`src/rtl/run_ctrl_pkg.sv`:
```
// Shared types and default widths for the run controller.
// Widths match the 9-bit-instruction processor and its 10-bit PC.
package run_ctrl_pkg;

  localparam int unsigned InstrWidth = 9;
  localparam int unsigned AddrWidth  = 10;
  localparam int unsigned CountWidth = 16;

  typedef enum logic [2:0] {
    StIdle,
    StLoad,
    StStart,
    StRun,
    StDone
  } state_e;

endpackage

```
`src/rtl/run_cycle_ctr.sv`:
```
// Saturating up-counter with synchronous clear and enable.
// Stops incrementing once the count equals max_val.
module run_cycle_ctr #(
  parameter int unsigned W = 16
) (
  input  logic         CLK,
  input  logic         reset_n,
  input  logic         clr,
  input  logic         en,
  input  logic [W-1:0] max_val,
  output logic [W-1:0] count
);

  logic [W-1:0] count_q, count_d;

  always_comb begin
    count_d = count_q;
    if (clr) begin
      count_d = '0;
    end else if (en && (count_q != max_val)) begin
      count_d = count_q + W'(1);
    end
  end

  always_ff @(posedge CLK or negedge reset_n) begin
    if (!reset_n) begin
      count_q <= '0;
    end else begin
      count_q <= count_d;
    end
  end

  assign count = count_q;

endmodule

```
`src/rtl/run_ctrl.sv`:
```
// Host-side run controller: streams a program into instruction memory, releases the
// processor and counts run cycles until halt. Optional RUN_TIMEOUT_EN adds a run-cycle limit.
module run_ctrl
  import run_ctrl_pkg::*;
#(
  parameter int unsigned    IW           = InstrWidth,
  parameter int unsigned    AW           = AddrWidth,
  parameter int unsigned    CW           = CountWidth,
  parameter int unsigned    START_CYCLES = 2,
  parameter logic [CW-1:0]  MAX_CYCLES   = {CW{1'b1}}
) (
  input  logic          CLK,
  input  logic          reset_n,
  input  logic          load_valid,
  output logic          load_ready,
  input  logic [IW-1:0] load_data,
  input  logic          load_last,
  input  logic          go,
  output logic          imem_we,
  output logic [AW-1:0] imem_addr,
  output logic [IW-1:0] imem_wdata,
  output logic          dut_start,
  input  logic          dut_halt,
  output logic          busy,
  output logic          done,
  output logic [CW-1:0] cycle_count,
  output logic          load_err
`ifdef RUN_TIMEOUT_EN
  ,
  output logic          timeout
`endif
);

`ifdef RUN_TIMEOUT_EN
  localparam logic TimeoutEn = 1'b1;
`else
  localparam logic TimeoutEn = 1'b0;
`endif
  localparam logic [CW-1:0] HoldMax = CW'(START_CYCLES - 1);

  state_e        state_q, state_d;
  logic [AW-1:0] addr_q, addr_d;
  logic          load_err_q, load_err_d;
  logic          load_ready_q, load_ready_d;
  logic          busy_q, busy_d;
  logic          done_q, done_d;
  logic          dut_start_q, dut_start_d;
  logic          beat, idle_like, timeout_hit;
  logic [CW-1:0] hold_cnt, cyc_max;

  assign beat        = load_valid & load_ready_q;
  assign idle_like   = (state_q == StIdle) || (state_q == StDone);
  assign timeout_hit = TimeoutEn && (state_q == StRun) && !dut_halt &&
                       (cycle_count == MAX_CYCLES);
  // Without the timeout option the run counter simply saturates at all-ones.
  assign cyc_max     = TimeoutEn ? MAX_CYCLES : {CW{1'b1}};

  run_cycle_ctr #(.W(CW)) u_hold_ctr (
    .CLK     (CLK),
    .reset_n (reset_n),
    .clr     (state_q != StStart),
    .en      (state_q == StStart),
    .max_val (HoldMax),
    .count   (hold_cnt)
  );

  run_cycle_ctr #(.W(CW)) u_run_ctr (
    .CLK     (CLK),
    .reset_n (reset_n),
    .clr     ((beat && idle_like) || ((state_q == StStart) && (state_d == StRun))),
    .en      ((state_q == StRun) && !dut_halt),
    .max_val (cyc_max),
    .count   (cycle_count)
  );

  always_ff @(posedge CLK or negedge reset_n) begin
    if (!reset_n) begin
      state_q <= StIdle;
    end else begin
      state_q <= state_d;
    end
  end

  always_comb begin
    state_d = state_q;
    case (state_q)
      StIdle, StDone: begin
        if (beat) begin
          state_d = load_last ? StStart : StLoad;
        end else if (go) begin
          state_d = StStart;
        end
      end
      StLoad:  if (beat && load_last) state_d = StStart;
      StStart: if (hold_cnt == HoldMax) state_d = StRun;
      StRun:   if (dut_halt || timeout_hit) state_d = StDone;
      default: state_d = StIdle;
    endcase
  end

  // addr returns to 0 after the last beat so IDLE/DONE always write word 0 first.
  always_comb begin
    imem_we      = beat;
    imem_addr    = addr_q;
    imem_wdata   = load_data;
    addr_d       = addr_q;
    load_err_d   = load_err_q;
    if (beat) begin
      if (idle_like) begin
        load_err_d = 1'b0;
        addr_d     = load_last ? '0 : AW'(1);
      end else begin
        addr_d = load_last ? '0 : addr_q + AW'(1);
        if (!load_last && (addr_q == {AW{1'b1}})) load_err_d = 1'b1;
      end
    end
    load_ready_d = state_d inside {StIdle, StLoad, StDone};
    busy_d       = state_d inside {StLoad, StStart, StRun};
    done_d       = (state_d == StDone);
    dut_start_d  = (state_d != StRun);
  end

  always_ff @(posedge CLK or negedge reset_n) begin
    if (!reset_n) begin
      addr_q       <= '0;
      load_err_q   <= 1'b0;
      load_ready_q <= 1'b0;
      busy_q       <= 1'b0;
      done_q       <= 1'b0;
      dut_start_q  <= 1'b1;
    end else begin
      addr_q       <= addr_d;
      load_err_q   <= load_err_d;
      load_ready_q <= load_ready_d;
      busy_q       <= busy_d;
      done_q       <= done_d;
      dut_start_q  <= dut_start_d;
    end
  end

  assign load_ready = load_ready_q;
  assign load_err   = load_err_q;
  assign busy       = busy_q;
  assign done       = done_q;
  assign dut_start  = dut_start_q;

`ifdef RUN_TIMEOUT_EN
  logic timeout_q;

  always_ff @(posedge CLK or negedge reset_n) begin
    if (!reset_n) begin
      timeout_q <= 1'b0;
    end else if (timeout_hit) begin
      timeout_q <= 1'b1;
    end else if ((state_q == StDone) && (state_d != StDone)) begin
      timeout_q <= 1'b0;
    end
  end

  assign timeout = timeout_q;
`endif

endmodule
```
`config.mk`:
```
export PLATFORM = sky130hd
export DESIGN_NAME = run_ctrl
export DESIGN_NICKNAME = d
export VERILOG_FILES = /design/src/rtl/run_ctrl_pkg.sv /design/src/rtl/run_cycle_ctr.sv /design/src/rtl/run_ctrl.sv
export SDC_FILE = /design/constraint.sdc
export NUM_CORES = 1
export LEC_CHECK = 0
export ABC_AREA = 1
export BUFFER_PORTS_ARGS = -buffer_cell sky130_fd_sc_hd__buf_2
export CORE_MARGIN = 8
export CORE_UTILIZATION = 55
export DETAILED_ROUTE_END_ITERATION = 6
export PLACE_DENSITY = 0.88
export SYNTH_ARGS = -nofsm -noshare
export SYNTH_HDL_FRONTEND = slang
export SYNTH_SLANG_ARGS = --single-unit
```
`constraint.sdc`:
```
create_clock -name CLK -period 4.3 [get_ports CLK]
set_input_delay 0.43 -clock CLK [delete_from_list [all_inputs] [get_ports CLK]]
set_output_delay 0.43 -clock CLK [all_outputs]
set_load 0.02 [all_outputs]
```
### Word-level counts from Yosys, hierarchy flattened

Cells that the tools add are included.

* register bits: 50
* output and inout bits: 41

* add/subtract/negate cells: 3
* bitwise operators: 1
* reductions and logical operators: 20
* equal/unequal tests: 14
* muxes and demuxes: 16

Operators with widths (number)
* $mux 16: 4
* $add 16x1->16 const B: 2
* $mux 10: 2
* $eq 16x1->1 const B: 1
* $ne 16x1->1 const B: 1
* $ne 16x16->1 const B: 1
* $mux 3: 5
* $eq 3x2->1 const B: 4
* $pmux 3 s4: 1
* $add 10x1->10 const B: 1
* $eq 10x10->1 const B: 1
* $logic_and 1x1->1: 7
* $eq 3x1->1 const B: 2
* $eq 3x3->1 const B: 2
* $logic_not 3->1: 2
* $ne 3x2->1 const B: 2
* $reduce_bool 2->1: 3
* $reduce_bool 3->1: 2
* $mux 1: 3
* $logic_not 1->1: 2
* $logic_or 1x1->1: 2
* $mux 2: 1
* $reduce_and 2->1: 1
* $reduce_or 2->1: 1
* $and 1x1->1: 1

### Longest topological paths before layout

* word-level depth: 8
* depth in mapped cells: 12
* mapped depth without buffers: 11

### Cells and area by module

Synthesis repeated with hierarchy kept, for this count alone.

* cells, all modules: 619
* area, all modules: 3938.8 um2

Modules (own cells, without submodules)
* run_cycle_ctr: cells an instance 240, sequential area each 400.4 um2, area an instance 1436.4 um2, instances 2
* run_ctrl: cells an instance 139, sequential area each 451.7 um2, area an instance 1066.0 um2, instances 1

### Worst setup path after synthesis

Ideal clock, no wire load.

* path kind: register to register
* from: register u_run_ctr.count_q[0] (netlist: u_run_ctr.count[0])
* to: register u_run_ctr.count_q[2] (netlist: u_run_ctr.count[2])
* setup time: 0.065 ns
* cell stages (with the launch flop): 11
* path buffers: 1
* arrival: 1.573 ns
* path slack: 2.662 ns
* clock period less this slack: 1.638 ns
* cell sequence: dfrtp_1 -> ha_1 -> nand3_2 -> inv_2 -> nand2_4 -> nor2_8 -> nor2_8 -> nor2_8 -> buf_8 -> nand2_1 -> nand2_1

* cells in the longest elaborated chain, start to end: 3
* elaborated cells between the ends (all ways): 6

Ends and longest elaborated chain
* start: declaration: line run_cycle_ctr.sv:14 `logic [W-1:0] count_q, count_d;`
* start signal: assignment: line run_cycle_ctr.sv:29 `count_q <= count_d;`
* $add 16x1->16 or $ne 16x16->1 (tied branches): line run_cycle_ctr.sv:21, run_cycle_ctr.sv:20
* $mux 16 or $logic_and 1x1->1 (tied branches): line run_cycle_ctr.sv:20 `end else if (en && (count_q != max_val)) begin`
* $mux 16 or $reduce_bool 2->1 (tied branches)

Parallel ways exist; a longest one is shown, timed or not. The select of a mux whose other input is x is not followed.
A chain may end at the register's enable or synchronous reset.

### Final worst setup path

* from: register state_q[0]
* to: register u_run_ctr.count_q[2] (netlist: u_run_ctr.count[2])

* cells in the longest elaborated chain, start to end: 7
* elaborated cells between the ends (all ways): 21

Ends and longest elaborated chain
* start: declaration: line run_ctrl.sv:41 `state_e state_q, state_d;`
* start signal: assignment: line run_ctrl.sv:78 `state_q <= StIdle;`
* start signal: assignment: line run_ctrl.sv:80 `state_q <= state_d;`
* $eq 3x3->1 (tied with other cells): line run_ctrl.sv:52, run_ctrl.sv:86
* $reduce_or 2->1 or $mux 3 (tied branches): line run_ctrl.sv:86, run_ctrl.sv:88
* $pmux 3 s4: line run_ctrl.sv:86 `case (state_q)`
* $eq 3x2->1: line run_ctrl.sv:70 `.clr ((beat && idle_like) || ((state_q == StStart) && (state_d == StRun))),`
* $logic_and 1x1->1: line run_ctrl.sv:70
* $logic_or 1x1->1: line run_ctrl.sv:70
* $mux 16 or $reduce_bool 2->1 (tied branches)

Parallel ways exist; a longest one is shown, timed or not.

==> metrics.md <==
| Metric | Value |
|---|---|
| Crit Path Class | flip-flop to flip-flop |
| Antenna violations before repair | 0 |
| Synth top cells by count | nand2_1 (102), nor2_1 (55), inv_1 (51) |
| Io pins | 56 |
| DRT Pass-1 Iters | 5 |
| Synthesis Warnings | 0 |
| Die area | 8040 um^2 |
| Yosys cell types | 31 |
| Post-route DRC | 0 |
| Worst skew pair latency | 0.31 ns |
| GP Congestion | 0.859 |
| VDD IR max | about 0.21 mV |
| Final worst-path cycle share | 0.396 |
| H-tree depth | 2 |
| Post-synth top flop | dfrtp_1 |
| Share of the synthesized area in the top cell type | 0.411 |
| Starting density of the core | 0.556 |
| Clk buf depth | 2 |
| Slowest stage cell, crit path | nor3_4 |
| Via/cell ratio | a little over 5 |
| Slew of the pin with the lowest slew margin | between 1 and 1.5 ns |
| Status | complete, no violations |
| Share of cells above drive strength 1 | 0.152 |
| Final Hold Viols | 0 |
| Placed inst area | 3160 um^2 |
| Wire length per cell | 12.1 um |
| Ant diodes | 0 |
| First-pass GRT wire length | roughly 10000 um |
| Crit path time final | 1.70 ns |
| # Max-Cap Violations | 0 |
| Max Fanout on Critical Path | 16 |
| 1st-iter DRT viols | 143 |
| Syn Inst Count | between 400 and 500 |
| Syn_nets | 421 |
| CP Data Arrival Time | 1.89 ns |
| Post-route setup slack | 2.60 ns |
| Syn_area_per_cell | 7.43 um^2 |
| CTS tree | yes |
| Fmax | 587 MHz |
| Cell with the most instances after synthesis | nand2_1 |
| Worst-path clk slew | 0.10 ns |
| Worst Setup Start Kind | flip-flop |
| Root Driver | clkbuf_8 |
| GRT Overall Usage | 0.159 |
| Post-route ant nets | 0 |
| Number of enable flip-flop cells after synthesis | 0 |
| Port bufs | 37 |
| # setup viols final | 0 |
| CP endpoint kind | flip-flop |
| HP Class | input pin to asynchronous set/reset pin |
| Leak | 1.71 nW |
| Final Max Slew Viols | 0 |
| Slew margin rel. | 0.272 |
| Total power | 1.30 mW |
| Die X | 89.7 um |
| Fill cells | 461 |
| Mapped cell area | 2990 um^2 |
| Nets | around 450 |
| Largest net degree at the start of global routing | 51 |
| Cell Chain, Critical Path | nor3_4, nand3_2, nand2_2, inv_2, nand3_1, nand2_1 |
| Final Skew | 0.0184 ns |
| Vias post-DR | 2616 |
| Setup Buffers After CTS | 0 |
| Dominant cells by area after synthesis | dfrtp_1 (41%), nand2_1 (13%), nor2_1 (6.9%) |
| DP HPWL | 4580 um |
| P&R area growth vs syn | 8.80% |
| Seq/Total Area, Yosys | 0.420 |
| Non-Filler Instances | ~510 |
| Placed cell count | about 500 |
| CP required | 4.49 ns |
| Max incr delay on CP | 0.51 ns |
| Fin Setup TNS | 0 ns |
| Total CTS buffers | 5 |
| Final WL | 6100 um |
| Asr flop ratio synth | 1.00 |
| Grt ovf | 0 |
| PwrDens | 402 nW/um^2 |
| Vias in the first global route | 2397 |
| Synthesized flop and latch total | 50 |
| Area leader, netlist | dfrtp_1 |
| CTS resizes | 0 |
| RSZ-0062 raised after global routing | false |
| Std-Cell Rows | 27 |
| Core area | 5370 um^2 |
| Die Y | approximately 90 um |
| CTS Hold Bufs | 0 |
| Final instance area | 3250 um^2 |
| Num Clock Sinks | 50 |
| Dpl ws | 2.62 ns |
==> state kept, by name, summed over array words and instances (netlist names) <==
signal	cells
u_hold_ctr.count	16
busy	1
state_q	3
dut_start	1
u_run_ctr.count	16
imem_addr	10
load_ready	1
done	1
load_err	1
==> cell usage in the layout (no fill, tap or decap), types with 2 or more instances in the layout <==
cell type / Yosys / layout
ha_1: 4 / 4
nor2_4: 2 / 2
nand3_2: 2 / 2
inv_1: 51 / 51
dfrtp_1: 49 / 49
nand3_1: 38 / 38
buf_2: 1 / 37
o32ai_1: 2 / 2
nor3_1: 9 / 9
nand4_1: 8 / 8
inv_2: 6 / 6
nor2_1: 55 / 55
clkbuf_8: 0 / 5
xor2_1: 10 / 10
nor2_8: 3 / 3
o21ai_0: 20 / 20
nand2_2: 2 / 2
nand2_1: 102 / 102
a21oi_1: 17 / 17
==> layout make-up <==
| class | instances | area, um^2 | area share |
|---|---|---|---|
| sequential | 50 | 1250 | 0.386 |
| tap | 72 | 90.1 | 0.0277 |
| inverter | 57 | 214 | 0.0659 |
| clock inverter | 3 | 21.3 | 0.00655 |
| timing repair buffer | 37 | 185 | 0.0570 |
| clock buffer | 5 | 68.8 | 0.0212 |
| multi-input combinational | 282 | 1420 | 0.436 |
==> cell families after synthesis <==
kind of cell	after synthesis	share of synthesized area
DFF	50	0.420
buffers and inverters	70	0.106
xor gates and xnor gates	10	0.0293
AOI/OAI and AO/OA	41	0.0738
adders and majority gates	4	0.0168
and+or+nand+nor	227	0.355
==> report_power, final <==
| group | switching (mW) | internal [mW] | total (mW) |
|---|---|---|---|
| registers | 0.0583 | 0.531 | 0.589 |
| logic | 0.314 | 0.128 | 0.442 |
| clock network | 0.159 | 0.115 | 0.274 |
| total | 0.532 | 0.773 | 1.30 |
==> final timing paths <==
path | slack, ns | cells past startpoint | endpoint | from
min in group CLK | 0.41 | 3 | done | dut_halt
max in group asynchronous | 3.30 | 1 | u_run_ctr.count[1] | reset_n
max | 2.60 | 6 | u_run_ctr.count[2] | state_q[0]
min reg2reg | 0.51 | 1 | load_err | load_err
max reg2reg | 2.60 | 6 | u_run_ctr.count[2] | state_q[0]
min | 0.31 | 1 | imem_addr[4] | reset_n
==> critical path: cells and delay by family, from the launching register on <==
| family | cells | cell delay [ns] |
|---|---|---|
| buf+inv | 1 | 0.13 |
| flops | 1 | 0.43 |
| simple gates | 5 | 1.03 |
==> metal layers <==
| metal | vias up | share of wire | GRT usage |
|---|---|---|---|
| met5 | - | 0 | 0 |
| met1 | 1222 | 0.43 | 0.185 |
| li1 | 1327 | - | - |
| met4 | 0 | 0.017 | 0.0665 |
| met3 | 12 | 0.057 | 0.0300 |
| met2 | 55 | 0.49 | 0.280 |
==> metrics by stage <==
stage | utilization | hold WS, ns
3_5_place_dp | 0.588 | 0.491
5_1_grt | 0.605 | 0.409
6_report | 0.605 | 0.310
4_1_cts | 0.605 | 0.353
3_3_place_gp | 0.588 | 0.489
2_1_floorplan | - | 0.134
No activity file was read; power rests on OpenSTA's default activity.
